===== src/rtl/strength_pkg.sv =====
// Shared types for the strength-resolving net model.
//   strength_e   : IEEE 1800 strength codes, ascending (highz .. supply)
//   val4_e       : resolved 4-state net value
//   net_kind_e   : equal-strength conflict rule (wire / wand / wor)
//   keeper_st_e  : charge-keeper state
//   is_drive_strength() : 1 when a code may legally be used by a driver
package strength_pkg;

  typedef enum logic [2:0] {
    S_HIGHZ  = 3'd0,
    S_SMALL  = 3'd1,
    S_MEDIUM = 3'd2,
    S_WEAK   = 3'd3,
    S_LARGE  = 3'd4,
    S_PULL   = 3'd5,
    S_STRONG = 3'd6,
    S_SUPPLY = 3'd7
  } strength_e;

  typedef enum logic [1:0] {
    V0 = 2'd0,
    V1 = 2'd1,
    VX = 2'd2,
    VZ = 2'd3
  } val4_e;

  typedef enum logic [1:0] {
    NK_WIRE = 2'd0,
    NK_WAND = 2'd1,
    NK_WOR  = 2'd2
  } net_kind_e;

  typedef enum logic [1:0] {
    ST_FLOAT   = 2'd0,
    ST_DRIVEN  = 2'd1,
    ST_HOLD    = 2'd2,
    ST_DECAYED = 2'd3
  } keeper_st_e;

  // Charge strengths (small, medium, large) belong to trireg nets only;
  // highz is legal and simply means "not driving".
  function automatic logic is_drive_strength(input logic [2:0] s);
    case (s)
      S_SMALL, S_MEDIUM, S_LARGE: return 1'b0;
      default:                    return 1'b1;
    endcase
  endfunction

endpackage


===== src/rtl/strength_reduce.sv =====
// Combinational strength reduction across all drivers.
//   drv_val [N_DRV]   : value per driver
//   drv_str [3*N_DRV] : strength code per driver (driver i at [3i+2:3i])
//   s0, s1            : strongest strength driving 0 / driving 1
//   illegal           : some driver used a charge strength this cycle
// Drivers with a charge strength contribute nothing (treated as highz).
module strength_reduce
  import strength_pkg::*;
#(
  parameter int N_DRV = 4
) (
  input  logic [N_DRV-1:0]   drv_val,
  input  logic [3*N_DRV-1:0] drv_str,
  output logic [2:0]         s0,
  output logic [2:0]         s1,
  output logic               illegal
);

  logic [2:0] s;

  always_comb begin
    s0      = '0;
    s1      = '0;
    illegal = 1'b0;
    s       = '0;
    for (int i = 0; i < N_DRV; i++) begin
      s = drv_str[3*i +: 3];
      if (!is_drive_strength(s)) begin
        illegal = 1'b1;
      end else if (drv_val[i]) begin
        if (s > s1) s1 = s;
      end else begin
        if (s > s0) s0 = s;
      end
    end
  end

endmodule


===== src/rtl/strength_bus_resolver.sv =====
// Cycle-based multi-driver net with strength resolution and optional
// trireg-style charge keeping with timed decay to X.
//   clk, rst     : clock, synchronous active-high reset
//   drv_val      : value per driver (N_DRV)
//   drv_str      : 3-bit strength code per driver (3*N_DRV)
//   res_val      : resolved value (V0/V1/VX/VZ), registered
//   res_str      : resolved strength code, registered
//   contention   : equal-strength 0/1 fight on a plain wire this cycle
//   cont_cnt     : saturating count of contention cycles
//   illegal_str  : sticky, some driver used a charge strength
module strength_bus_resolver
  import strength_pkg::*;
#(
  parameter int        N_DRV      = 4,
  parameter net_kind_e NET_KIND   = NK_WIRE,
  parameter bit        KEEPER     = 1'b1,
  parameter strength_e CHARGE_STR = S_MEDIUM,
  parameter int        DECAY_CYC  = 8,
  parameter int        CNT_W      = 8
) (
  input  logic                 clk,
  input  logic                 rst,
  input  logic [N_DRV-1:0]     drv_val,
  input  logic [3*N_DRV-1:0]   drv_str,
  output logic [1:0]           res_val,
  output logic [2:0]           res_str,
  output logic                 contention,
  output logic [CNT_W-1:0]     cont_cnt,
  output logic                 illegal_str
);

  if (!(CHARGE_STR == S_SMALL || CHARGE_STR == S_MEDIUM || CHARGE_STR == S_LARGE))
    begin : g_bad_charge
      $error("strength_bus_resolver: CHARGE_STR must be small, medium or large");
    end
  if (N_DRV < 2 || N_DRV > 16) begin : g_bad_ndrv
    $error("strength_bus_resolver: N_DRV must be 2..16");
  end

  // Decay counter runs 0 .. DECAY_CYC-1 while charge is held.
  localparam int DCNT_W = (DECAY_CYC > 2) ? $clog2(DECAY_CYC) : 1;
  localparam logic [DCNT_W-1:0] DCNT_LAST = DCNT_W'((DECAY_CYC > 0) ? DECAY_CYC - 1 : 0);

  function automatic logic [CNT_W-1:0] sat_inc(input logic [CNT_W-1:0] c);
    return (&c) ? c : c + 1'b1;
  endfunction

  logic [2:0]        s0_p0, s1_p0;
  logic              illegal_p0, driven_p0;
  keeper_st_e        state, state_nxt;
  logic [DCNT_W-1:0] dcnt, dcnt_nxt;
  val4_e             held, held_nxt;
  val4_e             val_nxt;
  logic [2:0]        str_nxt;
  logic              cont_nxt;

  strength_reduce #(.N_DRV(N_DRV)) u_reduce (
    .drv_val (drv_val),
    .drv_str (drv_str),
    .s0      (s0_p0),
    .s1      (s1_p0),
    .illegal (illegal_p0)
  );

  assign driven_p0 = (s0_p0 != 3'd0) || (s1_p0 != 3'd0);

  always_comb begin
    state_nxt = state;
    dcnt_nxt  = dcnt;
    held_nxt  = held;
    val_nxt   = VZ;
    str_nxt   = S_HIGHZ;
    cont_nxt  = 1'b0;
    if (driven_p0) begin
      if (s1_p0 > s0_p0) begin
        val_nxt = V1;
        str_nxt = s1_p0;
      end else if (s0_p0 > s1_p0) begin
        val_nxt = V0;
        str_nxt = s0_p0;
      end else begin
        str_nxt = s0_p0;
        case (NET_KIND)
          NK_WAND: val_nxt = V0;
          NK_WOR:  val_nxt = V1;
          default: begin
            val_nxt  = VX;
            cont_nxt = 1'b1;
          end
        endcase
      end
      held_nxt  = val_nxt;
      dcnt_nxt  = '0;
      state_nxt = ST_DRIVEN;
    end else if (KEEPER) begin
      case (state)
        ST_DRIVEN: begin
          val_nxt   = held;
          str_nxt   = CHARGE_STR;
          dcnt_nxt  = '0;
          state_nxt = ST_HOLD;
        end
        ST_HOLD: begin
          str_nxt = CHARGE_STR;
          if (DECAY_CYC == 0) begin
            val_nxt = held;
          end else if (dcnt == DCNT_LAST) begin
            val_nxt   = VX;
            state_nxt = ST_DECAYED;
          end else begin
            val_nxt  = held;
            dcnt_nxt = dcnt + 1'b1;
          end
        end
        ST_DECAYED: begin
          val_nxt = VX;
          str_nxt = CHARGE_STR;
        end
        default: state_nxt = ST_FLOAT;
      endcase
    end else begin
      state_nxt = ST_FLOAT;
    end
  end

  // Stage boundary: resolved net and status registered (latency 1).
  always_ff @(posedge clk) begin
    if (rst) begin
      state       <= ST_FLOAT;
      dcnt        <= '0;
      res_val     <= VZ;
      res_str     <= '0;
      contention  <= 1'b0;
      cont_cnt    <= '0;
      illegal_str <= 1'b0;
    end else begin
      state       <= state_nxt;
      dcnt        <= dcnt_nxt;
      res_val     <= val_nxt;
      res_str     <= str_nxt;
      contention  <= cont_nxt;
      if (cont_nxt) cont_cnt <= sat_inc(cont_cnt);
      illegal_str <= illegal_str | illegal_p0;
    end
  end

  // Held charge value is only consulted outside ST_FLOAT, so it needs no reset.
  always_ff @(posedge clk) begin
    held <= held_nxt;
  end

endmodule


===== config.mk =====
export PLATFORM = sky130hd
export DESIGN_NAME = strength_bus_resolver
export DESIGN_NICKNAME = d
export VERILOG_FILES = /design/src/rtl/strength_pkg.sv /design/src/rtl/strength_reduce.sv /design/src/rtl/strength_bus_resolver.sv
export SDC_FILE = /design/constraint.sdc
export NUM_CORES = 1
export LEC_CHECK = 0
export ABC_CLOCK_PERIOD_IN_PS = 16600
export BUFFER_PORTS_ARGS = -buffer_cell sky130_fd_sc_hd__buf_2
export CAP_MARGIN = 10
export CELL_PAD_IN_SITES_DETAIL_PLACEMENT = 0
export CELL_PAD_IN_SITES_GLOBAL_PLACEMENT = 2
export CORE_MARGIN = 5
export CORE_UTILIZATION = 37
export CTS_BUF_LIST = sky130_fd_sc_hd__clkbuf_2 sky130_fd_sc_hd__clkbuf_4 sky130_fd_sc_hd__clkbuf_8
export DETAILED_ROUTE_END_ITERATION = 8
export MAX_ROUTING_LAYER = met4
export PLACE_DENSITY = 0.9
export SYNTH_ARGS = -nofsm -noshare
export SYNTH_HDL_FRONTEND = slang
export SYNTH_SLANG_ARGS = --single-unit

===== constraint.sdc =====
create_clock -name clk -period 16.6 [get_ports clk]
set_input_delay 3.32 -clock clk [delete_from_list [all_inputs] [get_ports clk]]
set_output_delay 3.32 -clock clk [all_outputs]
set_load 0.01 [all_outputs]

==> results of run 1 <==
-- final cells by class --
cell class                 count  area (um^2)  share of cell area [%]
multi-input combinational    213         1510                    63.6
sequential                    22          460                    19.4
timing repair buffer          32          160                    6.74
tap                           72         90.1                    3.79
inverter                      22         82.6                    3.48
clock buffer                   3         41.3                    1.74
clock inverter                 1         30.0                    1.26
-- metrics by stage --
step,setup WS (ns),cell area (um^2),std cells,util [%]
floorplan,8.21,2080,263,-
global placement,7.34,2300,361,41.8
detailed placement,7.17,2300,361,41.8
CTS,7.43,2370,365,43.1
global route,6.77,2370,365,43.1
finish,7.45,2370,365,43.1
-- layout by cell type, fill, tap and decap left out, types with 9 or more instances in the layout --
cell type,count
buf_2,32
dfxtp_1,20
o21ai_0,26
nor2_1,29
mux2i_1,9
a21oi_1,16
inv_1,21
nand3_1,11
ha_1,29
nand2_1,13
-- power by group through the flow --
stage | Sequential (uW) | Combinational [uW] | Clock, uW
4_1_cts | 64.4 | 85.3 | 51.6
3_5_place_dp | 65.5 | 84.6 | 0
5_1_grt | 65.3 | 97.0 | 53.6
6_report | 64.3 | 84.4 | 50.1
3_3_place_gp | 65.5 | 84.4 | 0
2_1_floorplan | 67.8 | 60.6 | 0
-- sequential cells by signal, indices dropped and copies added, names as in the netlist --
name	flops
dcnt	3
res_str	3
contention	1
held	2
cont_cnt	8
illegal_str	1
res_val	2
state	2
-- how the worst max path moves through the flow --
stage | slack, ns | depth (start not counted) | startpoint | end
finish | 7.45 | 30 | drv_str[1] | cont_cnt[4]
global route | 6.77 | 31 | drv_str[1] | cont_cnt[4]
CTS | 7.43 | 30 | drv_str[1] | cont_cnt[4]
detailed placement | 7.17 | 30 | drv_str[1] | cont_cnt[4]
global placement | 7.34 | 30 | drv_str[1] | cont_cnt[5]
floorplan | 8.21 | 29 | drv_str[3] | cont_cnt[7]
-- logic make-up (layout without fill, tap and decap cells) --
logic type	after synthesis	in the layout	synth area share, %
XOR/XNOR	7	7	2.94
buffers and inverters	28	58	5.46
flip-flops	22	22	22.1
multiplexers	13	13	6.84
adder cells (fa/ha/maj)	29	29	17.4
AND/OR/NAND/NOR	89	89	22.4
AO/OA/AOI/OAI	75	75	22.8
-- per-layer routing --
layer / routed length (um) / part of all wire (%) / up-vias / track usage (%)
li1: - / - / 1013 / -
met1: 2350 / 51 / 871 / 18.0
met2: 2070 / 45 / 36 / 21.0
met3: 183 / 4.0 / 4 / 3.20
met4: 20 / 0.43 / 0 / 1.73
met5: 0 / 0 / - / -
==> results.yml, run 1 <==
status:
  status: "completed"
drt:
  drc_errors: 0
  drt_iter0_drc: 63
  vias: 1924
  dr.pass1.iters: 4
  routed_wl_um: 4630
  antenna_left: 0
  wire_per_inst_um: 12.7
  via_per_inst: 5.27
hold_path:
  min_path_type: "reg -> reg"
  hold_end: "dcnt[0]"
  whs_path_depth: 1
  worstHoldStart: "dcnt[0]"
clocking:
  path_clk_slew_ns: 0.09
  hold_buffers: 0
  clockBufferDepth: 2
  post_cts_resized: 0
  h-tree-depth: 1
  clk_latency_ns: 0.27
  cts_buffers: 3
  cts.sinks: 22
  cts_root_buf: "clkbuf_8"
  tritoncts: "done"
  post-cts-setup-buffers: 0
setup_path:
  rrSetupSlack_ns: 14.71
  critPathMaxFanout: 12
  cp_top_family: "compound AO/OA/AOI/OAI gates"
  max_stage_delay_ns: 0.45
  r2r_cells: 7
  worst_ep_arrival_time_ns: 9.35
  crit_required_ns: 16.80
  critical_path_class: "in -> reg"
  reg2reg_from: "state[0]"
  endpoint_kind: "register"
  cpMostUsedCell: "ha_1"
  critPathBufInv: 4
  worst_path_max_delay_cell: "a211oi_1"
  reg2reg_to: "res_val[0]"
  start_kind: "primary input"
synthesis:
  synth_edf_count: 2
  syn-num-nets: 310
  netlist_instances: 263
  synth.largest_area_cell: "dfxtp_1"
  syn_area_um2: 2080
  synth_warnings: 0
  synth_top_cells_by_area: "dfxtp_1 (19%), ha_1 (17%), o21ai_0 (6.2%)"
  ys_top_cells_by_count: "ha_1 (29), nor2_1 (29), o21ai_0 (26), inv_1 (21), dfxtp_1 (20)"
  synthFlopType: "dfxtp_1"
  ys_types: 56
  async_flop_share_pct: 0
  syn_avg_cell_area_um2: 7.93
  synth.top_cell.area_share_pct: 19.2
  synth_seq_cells: 22
  seq_area_frac_synth_pct: 22.1
power:
  power_density_nw_per_um2: 83.7
  p_seq_share_pct: 32.3
  power_frac_clock_pct: 25.2
  power_leakage_uw: 0.00112
  swShare_pct: 34.8
  power_frac_comb_pct: 42.5
  power_uw: 199
  power.internal_uw: 130
  p_sw_uw: 69.2
  ir_drop_mv: 0.0468
cells_and_area:
  nFillCells: 569
  diodes: 0
  nets: 341
  layout-drive-gt1-share_pct: 16.7
  area_growth_pct: 13.9
timing:
  fin_worst_skew_ns: 0.00830
  period_needed_ns: 9.15
  worstMarginPinSlew_ns: 0.516
  drv_slew: 0
  slew_headroom_pct: 65.4
  fmax_ghz: 0.109
  setup_violations: 0
  hold_slack_ns: 0.494
  fin_setup_tns_ns: 0
  hold_viol: 0
  finalCritPeriodShare_pct: 55.1
  rsz0062_at_grt: "false"
die:
  rows: 27
  core_um2: 5510
  chipWidth_um: 85.1
  fp.dieArea_um2: 7240
  io_pins: 33
  die_h_um: 85.1
  initial_core_util_pct: 37.9
global_route:
  grt.overflow.total: 0
  grt_pass1_wl_um: 7990
  grt_max_degree: 18
  grt_antenna_before_repair: 0
  grt_pass1_vias: 1819
  grt_util_all_layers_pct: 13.4
place:
  gp_congestion: 0.790
  post-dp-hpwl_um: 3780
  portBuffers: 32
job:
  cap_violations: 0
Note: power is estimated with default switching activity, not from simulation.
==> run 2, diff against run 1 <==
--- a/config.mk
+++ b/config.mk
@@ -5,17 +5,17 @@
 export SDC_FILE = /design/constraint.sdc
 export NUM_CORES = 1
 export LEC_CHECK = 0
-export ABC_CLOCK_PERIOD_IN_PS = 16600
+export ABC_CLOCK_PERIOD_IN_PS = 7340
 export BUFFER_PORTS_ARGS = -buffer_cell sky130_fd_sc_hd__buf_2
 export CAP_MARGIN = 10
 export CELL_PAD_IN_SITES_DETAIL_PLACEMENT = 0
 export CELL_PAD_IN_SITES_GLOBAL_PLACEMENT = 2
 export CORE_MARGIN = 5
-export CORE_UTILIZATION = 37
+export CORE_UTILIZATION = 31
 export CTS_BUF_LIST = sky130_fd_sc_hd__clkbuf_2 sky130_fd_sc_hd__clkbuf_4 sky130_fd_sc_hd__clkbuf_8
 export DETAILED_ROUTE_END_ITERATION = 8
 export MAX_ROUTING_LAYER = met4
-export PLACE_DENSITY = 0.9
+export PLACE_DENSITY = 0.8
 export SYNTH_ARGS = -nofsm -noshare
 export SYNTH_HDL_FRONTEND = slang
 export SYNTH_SLANG_ARGS = --single-unit
==> constraint.sdc (replaced) <==
create_clock -name clk -period 7.34 [get_ports clk]
set_input_delay 1.468 -clock clk [delete_from_list [all_inputs] [get_ports clk]]
set_output_delay 1.468 -clock clk [all_outputs]
set_load 0.01 [all_outputs]
==> run 2 against run 1 <==
  * Sequential share of layout area down 0.27 points
  * Count of clock-buffer cells in the layout is the same
  * Setup slack got worse by 6.8 ns
  * Routed wire length up 8.4%
  * Critical endpoint is now cont_cnt[5]
==> results.yml, run 2 (synthesized netlist as in run 1, its figures left out) <==
setup_path:
  critPathMaxFanout: 11
  max_stage_delay_ns: 0.39
  crit_start: "drv_str[1]"
  worst_path_max_delay_cell: "or3_1"
  start_kind: "primary input"
  endpoint_kind: "register"
  worst_ep_arrival_time_ns: 6.86
  crit_required_ns: 7.53
  critical_path_class: "in -> reg"
  reg2reg_from: "state[0]"
cells_and_area:
  nets: 347
  top_register: "cont_cnt"
  top_regs: "cont_cnt x8, dcnt x3, res_str x3"
  layout_commonest_cell: "buf_2"
  diodes: 0
  layout_common_cells: "buf_2 (32), nor2_1 (29), ha_1 (29), o21ai_0 (25), inv_1 (21)"
  area_growth_pct: 15.5
  largest_reg_flops: 8
  layout-drive-gt1-share_pct: 18.7
power:
  ir_drop_mv: 0.0916
  power_leakage_uw: 0.00114
  power_density_nw_per_um2: 178
  power_uw: 429
timing:
  period_needed_ns: 6.68
  hold_viol: 0
  fin_setup_tns_ns: 0
  setup_violations: 0
  worstMarginPinSlew_ns: 0.444
  setup_slack_ns: 0.665
  finalCritPeriodShare_pct: 90.9
  fmax_ghz: 0.150
  hold_slack_ns: 0.487
  drv_slew: 0
  rsz0062_at_grt: "false"
  slew_headroom_pct: 70.2
  fin_worst_skew_ns: 0.00460
die:
  die_h_um: 92
  io_pins: 33
  fp.dieArea_um2: 8460
  initial_core_util_pct: 32.3
  chipWidth_um: 92
  rows: 29
  core_um2: 6460
global_route:
  grt_pass1_wl_um: 8870
  grt_antenna_before_repair: 0
  grt_pass1_vias: 1904
  grt_util_all_layers_pct: 12.6
  grt_max_degree: 18
  grt.overflow.total: 0
clocking:
  hold_buffers: 0
  cts_buffers: 3
  h-tree-depth: 1
  clk_latency_ns: 0.26
  tritoncts: "done"
  cts_root_buf: "clkbuf_8"
  path_clk_slew_ns: 0.08
  cts.sinks: 22
  clockBufferDepth: 2
drt:
  via_per_inst: 5.08
  vias: 1910
  drc_errors: 0
  routed_wl_um: 5020
  dr.pass1.iters: 4
  antenna_left: 0
  wire_per_inst_um: 13.4
  drt_iter0_drc: 74
hold_path:
  worstHoldStart: "dcnt[0]"
  min_path_type: "reg -> reg"
job:
  cap_violations: 0
place:
  gp_congestion: 0.787
  portBuffers: 32
  post-dp-hpwl_um: 4080
  post-place-ws_ns: 0.168
status:
  status: "completed"
run 2: final timing paths:
kind	to	slack [ns]	cells past startpoint
setup reg to reg	res_val[0]	5.45	7
setup / recovery	cont_cnt[5]	0.66	32
hold reg to reg	dcnt[0]	0.49	1
hold / removal	dcnt[0]	0.49	1
run 2: area by class of cell:
cell class,instances,area [um^2]
well taps,77,96.3
fillers,709,4050
clock inverters,1,3.75
clock buffers,3,41.3
multi-input cells,213,1520
inverters,22,82.6
repair buffers,38,205
flip-flops and latches,22,460
run 2: repair_timing:
action,CTS,global route
setup buffers,0,0
resized for setup,0,3
setup endpoints to repair,0,9
run 2: report_power, final:
group / total (uW) / leakage (uW) / switching, uW / internal, uW
Sequential: 145 / 0.000186 / 6.57 / 139
Combinational: 207 / 0.000926 / 115 / 91.8
Clock: 76.0 / 0.0000231 / 38.7 / 37.3
Total: 429 / 0.00114 / 161 / 268
run 2: per-stage QoR:
stage	instance area, um^2	utilization, %	std cells
2_1_floorplan	2080	-	263
3_3_place_gp	2350	36.5	372
3_5_place_dp	2350	36.5	372
4_1_cts	2400	37.2	376
5_1_grt	2410	37.3	376
6_report	2410	37.3	376
run 2: layer usage:
metal	GRT usage (%)	up-vias	wire [um]
li1	-	1024	-
met1	17.3	857	2650
met2	19.9	27	2150
met3	2.86	2	208
met4	0.866	0	13
met5	-	-	0
run 2: critical path: cells and delay by family:
kind,cells,cell delay [ns]
and+or+nand+nor,11,1.91
AOI/OAI and AO/OA,11,1.89
adders and majority gates,4,0.87
buffers and inverters,5,0.42
muxes,1,0.30
==> run 3, diff against run 2 <==
--- a/config.mk
+++ b/config.mk
@@ -5,17 +5,18 @@
 export SDC_FILE = /design/constraint.sdc
 export NUM_CORES = 1
 export LEC_CHECK = 0
+export ABC_AREA = 1
 export ABC_CLOCK_PERIOD_IN_PS = 7340
 export BUFFER_PORTS_ARGS = -buffer_cell sky130_fd_sc_hd__buf_2
 export CAP_MARGIN = 10
 export CELL_PAD_IN_SITES_DETAIL_PLACEMENT = 0
 export CELL_PAD_IN_SITES_GLOBAL_PLACEMENT = 2
 export CORE_MARGIN = 5
-export CORE_UTILIZATION = 31
+export CORE_UTILIZATION = 29
 export CTS_BUF_LIST = sky130_fd_sc_hd__clkbuf_2 sky130_fd_sc_hd__clkbuf_4 sky130_fd_sc_hd__clkbuf_8
 export DETAILED_ROUTE_END_ITERATION = 8
 export MAX_ROUTING_LAYER = met4
-export PLACE_DENSITY = 0.8
+export PLACE_DENSITY = 0.79
 export SYNTH_ARGS = -nofsm -noshare
 export SYNTH_HDL_FRONTEND = slang
 export SYNTH_SLANG_ARGS = --single-unit
==> run 3 against run 2 <==
  * Count of clock-buffer cells in the layout is 1 higher
  * Global-route usage is 1.1 points lower
  * Cell count is 17% higher
  * Register-to-register slack better by 0.21 ns
  * Sequential share of layout area is 0.34 points lower
  * Critical endpoint is now cont_cnt[0]
  * Largest cell class unchanged
==> results.yml, run 3 <==
status:
  status: "completed"
die:
  rows: 31
  chipWidth_um: 95.7
  fp.dieArea_um2: 9150
  initial_core_util_pct: 29.5
  die_h_um: 95.7
  core_um2: 7210
  io_pins: 33
drt:
  antenna_left: 0
  wire_per_inst_um: 11.1
  via_per_inst: 4.49
  dr.pass1.iters: 5
  vias: 1978
  routed_wl_um: 4880
  drc_errors: 0
  drt_iter0_drc: 64
setup_path:
  endpoint_kind: "register"
  critical_path_class: "in -> reg"
  cpMostUsedCell: "nor2_1"
  crit_end: "cont_cnt[0]"
  worst_ep_arrival_time_ns: 6.65
  r2r_cells: 7
  max_stage_delay_ns: 0.58
  start_kind: "primary input"
  worst_path_max_delay_cell: "nor3b_2"
  reg2reg_from: "cont_cnt[0]"
  crit_required_ns: 7.50
  reg2reg_to: "cont_cnt[1]"
  crit_start: "drv_str[2]"
  critPathMaxFanout: 10
  rrSetupSlack_ns: 5.66
synthesis:
  synthFlopType: "dfxtp_1"
  syn_area_um2: 2130
  ys_top_cells_by_count: "nand2_1 (72), inv_1 (33), nor2_1 (31), ha_1 (29), nand3_1 (29)"
  yosysMostFrequentCell: "nand2_1"
  syn_avg_cell_area_um2: 6.91
  synth_edf_count: 2
  synth_seq_cells: 22
  seq_area_frac_synth_pct: 21.6
  ys_types: 35
  synth.top_cell.area_share_pct: 18.8
  synth.largest_area_cell: "dfxtp_1"
  synth_top_cells_by_area: "dfxtp_1 (19%), ha_1 (17%), nand2_1 (13%)"
  netlist_instances: 308
  synth_warnings: 0
  async_flop_share_pct: 0
  syn-num-nets: 355
clocking:
  path_clk_slew_ns: 0.08
  post_cts_resized: 0
  cts_root_buf: "clkbuf_8"
  h-tree-depth: 1
  tritoncts: "done"
  clockBufferDepth: 2
  clk_latency_ns: 0.26
  cts.sinks: 22
  hold_buffers: 0
  cts_buffers: 3
  post-cts-setup-buffers: 0
power:
  power_frac_clock_pct: 19.6
  power_density_nw_per_um2: 179
  p_sw_uw: 174
  p_seq_share_pct: 33.6
  power_leakage_uw: 0.00121
  power.internal_uw: 265
  power_frac_comb_pct: 46.7
  swShare_pct: 39.7
  ir_drop_mv: 0.0568
cells_and_area:
  layout-drive-gt1-share_pct: 20.2
  finish.instance_area_um2: 2450
  layout_common_cells: "nand2_1 (72), inv_1 (33), buf_2 (32), nor2_1 (31)"
  top_register: "cont_cnt"
  largest_reg_flops: 8
  area_growth_pct: 15.2
  layout_commonest_cell: "nand2_1"
  top_regs: "cont_cnt x8, dcnt x3, res_str x3"
  nets: 390
  stdcell_count: 441
  nFillCells: 821
  diodes: 0
timing:
  period_needed_ns: 6.49
  worstMarginPinSlew_ns: 0.666
  finalCritPeriodShare_pct: 88.5
  fin_worst_skew_ns: 0.000414
  fmax_ghz: 0.154
  drv_slew: 0
  rsz0062_at_grt: "false"
  fin_setup_tns_ns: 0
  slew_headroom_pct: 55.4
  setup_violations: 0
  hold_viol: 0
place:
  portBuffers: 32
  dpl_cell_area_um2: 2400
  dp_cells: 437
  gp_congestion: 0.782
  post-dp-hpwl_um: 4090
hold_path:
  min_path_type: "reg -> reg"
global_route:
  grt_antenna_before_repair: 0
  grt_pass1_vias: 1895
  grt.overflow.total: 0
  grt_max_degree: 15
  grt_util_all_layers_pct: 11.5
  grt_pass1_wl_um: 8360
job:
  cap_violations: 0
-- run 3: changes by cell type after synthesis, sizes merged, moves of 4 or more --
cell and change:
and3 -6, nand4 +10, nand3 +23, mux2i -9, inv +13, nor3 +5
nand2 +67, nor2 +8, nor2b -4, o21ai -16, nand2b -5, a211oi -7
mux2 -4, or3 -6
-- run 3: cell type report --
type / instances / area (um^2) / area share (%)
timing repair buffer: 32 / 160 / 6.53
tap: 99 / 124 / 5.05
sequential: 22 / 460 / 18.8
clock buffer: 4 / 55.1 / 2.24
inverter: 35 / 131 / 5.36
multi-input combinational: 249 / 1520 / 62.0
-- run 3: kinds of logic (layout without fill, tap and decap cells) --
family | after synthesis | count (layout) | synth area share, %
and+or+nand+nor | 176 | 176 | 41.4
AOI/OAI and AO/OA | 38 | 38 | 10.5
buffers and inverters | 37 | 71 | 6.88
adders and majority gates | 29 | 29 | 17.0
DFF | 22 | 22 | 21.6
xor gates and xnor gates | 6 | 6 | 2.47
-- run 3: critical path: cells and delay by family --
| kind | cells | cell delay, ns |
|---|---|---|
| adders and majority gates | 4 | 1.04 |
| AOI/OAI and AO/OA | 4 | 0.65 |
| buffers and inverters | 4 | 0.35 |
| and+or+nand+nor | 23 | 3.12 |
-- run 3: metrics by stage --
step / hold WS [ns] / power [uW] / util, % / setup slack (ns)
final: 0.471 / 439 / 34.0 / 0.847
after global routing: 0.500 / 483 / 34.0 / 0.119
after CTS: 0.473 / 445 / 34.0 / 0.804
after detailed placement: 0.458 / 358 / 33.2 / 0.546
after global placement: 0.451 / 359 / 33.2 / 0.502
after floorplan: 0.440 / 305 / - / 1.40
-- run 3: worst min-delay path by stage --
stage          startpoint  endpoint  slack, ns  cells after the start
3_5_place_dp      dcnt[2]   dcnt[2]       0.46                      2
4_1_cts           dcnt[2]   dcnt[2]       0.47                      2
6_report          dcnt[2]   dcnt[2]       0.47                      2
2_1_floorplan     dcnt[1]   dcnt[1]       0.44                      2
3_3_place_gp      dcnt[1]   dcnt[1]       0.45                      2
5_1_grt           dcnt[1]   dcnt[1]       0.50                      2
-- run 3: power by group through the flow --
stage / clock network, uW / logic [uW] / registers, uW
global placement: 0 / 209 / 150
finish: 86.2 / 205 / 148
global route: 95.6 / 238 / 150
CTS: 89.6 / 208 / 148
detailed placement: 0 / 207 / 151
floorplan: 0 / 149 / 157
-- run 3: routing by layer --
layer  wire (um)  global-route usage, %
met1        2460                   15.4
met2        2240                   18.6
met3         132                   1.97
met4          43                   1.78
met5           0                      -
